===== src/rtl/sisc_regfile_sb.sv =====
// sisc_regfile_sb: parametrised register file with hardwired-zero R0 option, write bypass and busy-bit scoreboard (clk, rst_f, raddr/rd_en/rdata reads, we/waddr/wdata write, rsv/rsv_addr reserve, busy/hazard/stall)
module sisc_regfile_sb #(
  parameter int WIDTH = 32,
  parameter int NREG = 16,
  parameter int NRD = 2,
  parameter int ZERO_R0 = 1,
  parameter int BYPASS = 1,
  localparam int AW = $clog2(NREG)
) (
  input  logic               clk,
  input  logic               rst_f,
  input  logic [NRD*AW-1:0]  raddr,
  input  logic [NRD-1:0]     rd_en,
  output logic [NRD*WIDTH-1:0] rdata,
  input  logic               we,
  input  logic [AW-1:0]      waddr,
  input  logic [WIDTH-1:0]   wdata,
  input  logic               rsv,
  input  logic [AW-1:0]      rsv_addr,
  output logic [NREG-1:0]    busy,
  output logic [NRD-1:0]     hazard,
  output logic               stall
);
  logic [WIDTH-1:0] regs [NREG];
  logic wr_ok, rsv_ok;
  assign wr_ok = we && !(ZERO_R0 != 0 && waddr == '0);
  assign rsv_ok = rsv && !(ZERO_R0 != 0 && rsv_addr == '0);
  always_ff @(posedge clk or posedge rst_f) begin
    if (rst_f) begin
      for (int n = 0; n < NREG; n++) regs[n] <= '0;
      busy <= '0;
    end else begin
      if (wr_ok) begin
        regs[waddr] <= wdata;
        busy[waddr] <= 1'b0;
      end
      if (rsv_ok) busy[rsv_addr] <= 1'b1;
    end
  end
  genvar i;
  generate
    for (i = 0; i < NRD; i++) begin : g_rd
      logic [AW-1:0] ra;
      logic fwd;
      assign ra = raddr[i*AW +: AW];
      assign fwd = BYPASS != 0 && we && waddr == ra;
      assign rdata[i*WIDTH +: WIDTH] = (ZERO_R0 != 0 && ra == '0) ? '0 : fwd ? wdata : regs[ra];
      assign hazard[i] = rd_en[i] && busy[ra] && !fwd;
    end
  endgenerate
  assign stall = |hazard;
endmodule


===== config.mk =====
export PLATFORM = sky130hd
export DESIGN_NAME = sisc_regfile_sb
export DESIGN_NICKNAME = d
export VERILOG_FILES = /design/src/rtl/sisc_regfile_sb.sv
export SDC_FILE = /design/constraint.sdc
export NUM_CORES = 1
export LEC_CHECK = 0
export CAP_MARGIN = 0
export CELL_PAD_IN_SITES_DETAIL_PLACEMENT = 1
export CELL_PAD_IN_SITES_GLOBAL_PLACEMENT = 1
export CORE_ASPECT_RATIO = 0.5
export CORE_MARGIN = 2
export CORE_UTILIZATION = 47
export DETAILED_ROUTE_END_ITERATION = 12
export GPL_TIMING_DRIVEN = 0
export PLACE_DENSITY = 0.86
export SETUP_SLACK_MARGIN = 0.15
export SLEW_MARGIN = 5
export SYNTH_ARGS = -nofsm -noshare
export SYNTH_HDL_FRONTEND = slang
export SYNTH_SLANG_ARGS = --single-unit
export TNS_END_PERCENT = 10

===== constraint.sdc =====
create_clock -name clk -period 19.1 [get_ports clk]
set_clock_uncertainty 0.2 [all_clocks]
set_input_delay 4.775 -clock clk [delete_from_list [all_inputs] [get_ports clk]]
set_output_delay 4.775 -clock clk [all_outputs]
set_load 0.005 [all_outputs]

==> results.cfg <==
[worst_hold_path]
min_delay_worst_endpoint = regs[509]
worst_hold_path_type = reg2reg
worstHoldPathCells = 1
hold_path.startpoint = regs[509]

[floorplanning]
die_h_um = 179
fp-row-count = 63
core_area_sq_mm = 0.0597
start_util_pct = 47.9
design.portCount = 137
die-width_um = 353
fp.dieArea_sq_mm = 0.0630

[layout]
final_layout_size_suffix_gt1_share_pct = 46.4
area_delta_synth_final_pct = 15.7
design.final.nets = 2224
mostFrequentLayoutCell = sky130_fd_sc_hd__mux2_2
area_of_the_multi_input_gates_sq_mm = 0.0144
n_antenna_cell = 0
final_cell_mix = 544 x sky130_fd_sc_hd__mux2_2, 528 x sky130_fd_sc_hd__dfrtp_1, 264 x sky130_fd_sc_hd__mux4_2
fillCellCount = 5737
finish.utilization_pct = 55.4
ff_latch_area_sq_mm = 0.0132

[placement]
dp_hpwl_um = 70400
io_buf_count = 131
place_congestion = 0.892

[cts]
ctsHtreeMaxLevel = 2
post_cts.resized_instances = 0
max-clock-path-buffers = 3
clkTransAtPathRegs_ns = 0.07
postCtsSetupBuffers = 0
clock_latency_ns = 0.59
clock_tree.root_cell = sky130_fd_sc_hd__clkbuf_16
cts.sink_count = 528
cts_inserted_buffers = 51
ctsHoldBuffers = 0
clock_tree_from_tritoncts = done

[pwr]
power.ir.vdd_worst_v = 0.0000706
power.density_mw_per_mm2 = 112
post_route_total_power_mw = 3.72
power_leakage_nw = 13.6

[synthesis]
synth_largest_type_area_fraction_pct = 46.1
synth-seq-area-share_pct = 46.1
synth-adder-area-share_pct = 0
mappedNetlistNets = 2024
synth_xor_area_share_pct = 0.245
synthSimpleGateAreaFrac_pct = 2.53
synth_top_family_by_area = multiplexers
synth-warning-count = 0
synthMuxAreaShare_pct = 44.5
ys.flop_type = sky130_fd_sc_hd__dfrtp_1
netlist_instances = 1970
post-synth-top-area-cell = sky130_fd_sc_hd__dfrtp_1
yosys.cell_types.count = 29
async_flop_share_pct = 100
synth.top_cells.by_area = sky130_fd_sc_hd__dfrtp_1 46%, sky130_fd_sc_hd__mux2_2 21%, sky130_fd_sc_hd__mux4_2 21%
synth-edff-count = 0
post_synth_instance_area_sq_mm = 0.0286
syn_area_per_cell_sq_um = 14.5
synth_compound_area_share_pct = 2.92
yosys_register_bits = 528

[timing]
tightest_slew_ns = 1.42
setup-violations-final = 0
hold_viol = 0
grt_setup_unrepaired = no
report.final.slew_viol_count = 0
period_share_pct = 71.8
max_slew_margin_pct = 5.52
timing.final.crit_period_ns = 13.71
achievable-frequency_ghz = 0.0729
setup_total_negative_slack_ns = 0

[critical_path]
crit_path_start_kind = input pin
reg2reg_depth = 1
crit_path_max_incr_delay_ns = 0.83
cp.arrival_ns = 8.74
cp_num_buf_inv = 5
crit_family = buffers and inverters
critPathRequiredTime_ns = 14.12
regToRegEndpoint = regs[431]
crit_path_top_delay_cell = sky130_fd_sc_hd__a21oi_1
r2r-start = regs[431]
crit_path_cell_trace = clkdlybuf4s50_1, buf_4, buf_2, nand2_1, a21oi_1, clkbuf_1, nand2_1, o21ai_0, clkdlybuf4s50_1
rrSetupSlack_ns = 17.99
crit_type = in2out
endpoint_kind = primary output
worstPathMaxFanout = 10

[global_routing]
grt_pass1_vias = 23775
grt_antenna_before_repair = 7
grt_pass1_wl_um = 167000
globalRouteTotalUtil_pct = 36.5
grt_overflow_total = 0
pin_count_of_the_biggest_net_entering_global_routing = 40

[route]
topRoutingLayerUsed = met5
routed_via_density = 7.15
detailroute.wirelength.met2_um = 51400
first_iter_violations = 2757
drt_pre_antenna_iters = 8
met3WireLength_um = 14400
detailroute.via_count = 21591
route.layer.met1.wl_um = 39000
drc = 0
final_antenna_net_count = 0
wire_per_inst_um = 37.8
wl_um = 114000

[run]
maxCapViolations = 0

[run_status]
status = finished, final reports clean
==> synthesized netlist by cell type, types with 7 or more instances <==
master,number
sky130_fd_sc_hd__nor2_1,75
sky130_fd_sc_hd__mux2i_1,66
sky130_fd_sc_hd__clkbuf_1,104
sky130_fd_sc_hd__o21ai_0,44
sky130_fd_sc_hd__buf_6,10
sky130_fd_sc_hd__mux4_2,264
sky130_fd_sc_hd__mux2_2,544
sky130_fd_sc_hd__dfrtp_1,528
sky130_fd_sc_hd__nand2_1,75
sky130_fd_sc_hd__buf_1,7
sky130_fd_sc_hd__a21oi_1,66
sky130_fd_sc_hd__buf_2,86
sky130_fd_sc_hd__buf_4,13
sky130_fd_sc_hd__o21ai_1,44
==> registers in the layout, summed over array words and instances (netlist names) <==
register and flops:
regs 512, busy 16
==> through the flow <==
stage / hold WS [ns] / cell area (sq um) / instances / worst slack (ns)
floorplan: 0.241 / 28600 / 1970 / 6.95
global placement: 0.253 / 31000 / 2913 / 3.48
detailed placement: 0.270 / 31300 / 2928 / 5.80
CTS: 0.289 / 33100 / 3019 / 5.59
global route: 0.320 / 33100 / 3020 / 5.46
finish: 0.296 / 33100 / 3020 / 5.39
==> cells by family (layout without fill, tap and decap cells) <==
| group | Yosys count | after routing |
|---|---|---|
| muxes | 874 | 874 |
| xor gates and xnor gates | 8 | 8 |
| and+or+nand+nor | 175 | 175 |
| DFF | 528 | 528 |
| AOI/OAI and AO/OA | 163 | 163 |
| buffers and inverters | 222 | 460 |
==> worst max path at each step <==
stage                endpoint  slack (ns)     start  cells past startpoint
global route         rdata[5]        5.46  raddr[0]                      9
CTS                  rdata[7]        5.59  raddr[0]                      9
finish               rdata[7]        5.39  raddr[0]                      9
detailed placement  rdata[10]        5.80  raddr[0]                      9
floorplan             busy[0]        6.95     rst_f                      1
global placement    regs[142]        3.48     rst_f                      2
==> layout make-up <==
| cell class | instances | area share (%) |
|---|---|---|
| well taps | 812 | 3.07 |
| clock inverters | 21 | 1.02 |
| repair buffers | 147 | 4.91 |
| inverters | 2 | 0.0340 |
| flip-flops and latches | 528 | 39.9 |
| clock buffers | 70 | 4.53 |
| multi-input cells | 1220 | 43.4 |
| plain buffers | 220 | 3.20 |
==> power breakdown <==
group | total (mW) | switching [mW] | leakage, nW | internal, mW
combinational | 0.970 | 0.411 | 6.18 | 0.558
sequential | 1.59 | 0.231 | 6.53 | 1.36
clock | 1.16 | 0.488 | 0.910 | 0.669
total | 3.72 | 1.13 | 13.6 | 2.59
==> layer usage <==
metal  GRT usage (%)  up-vias
met5           0.462        -
li1                -     7830
met4            25.7       15
met2            56.3     1758
met1            43.1    11345
met3            13.1      643
Note: power is estimated with default switching activity, not from simulation.
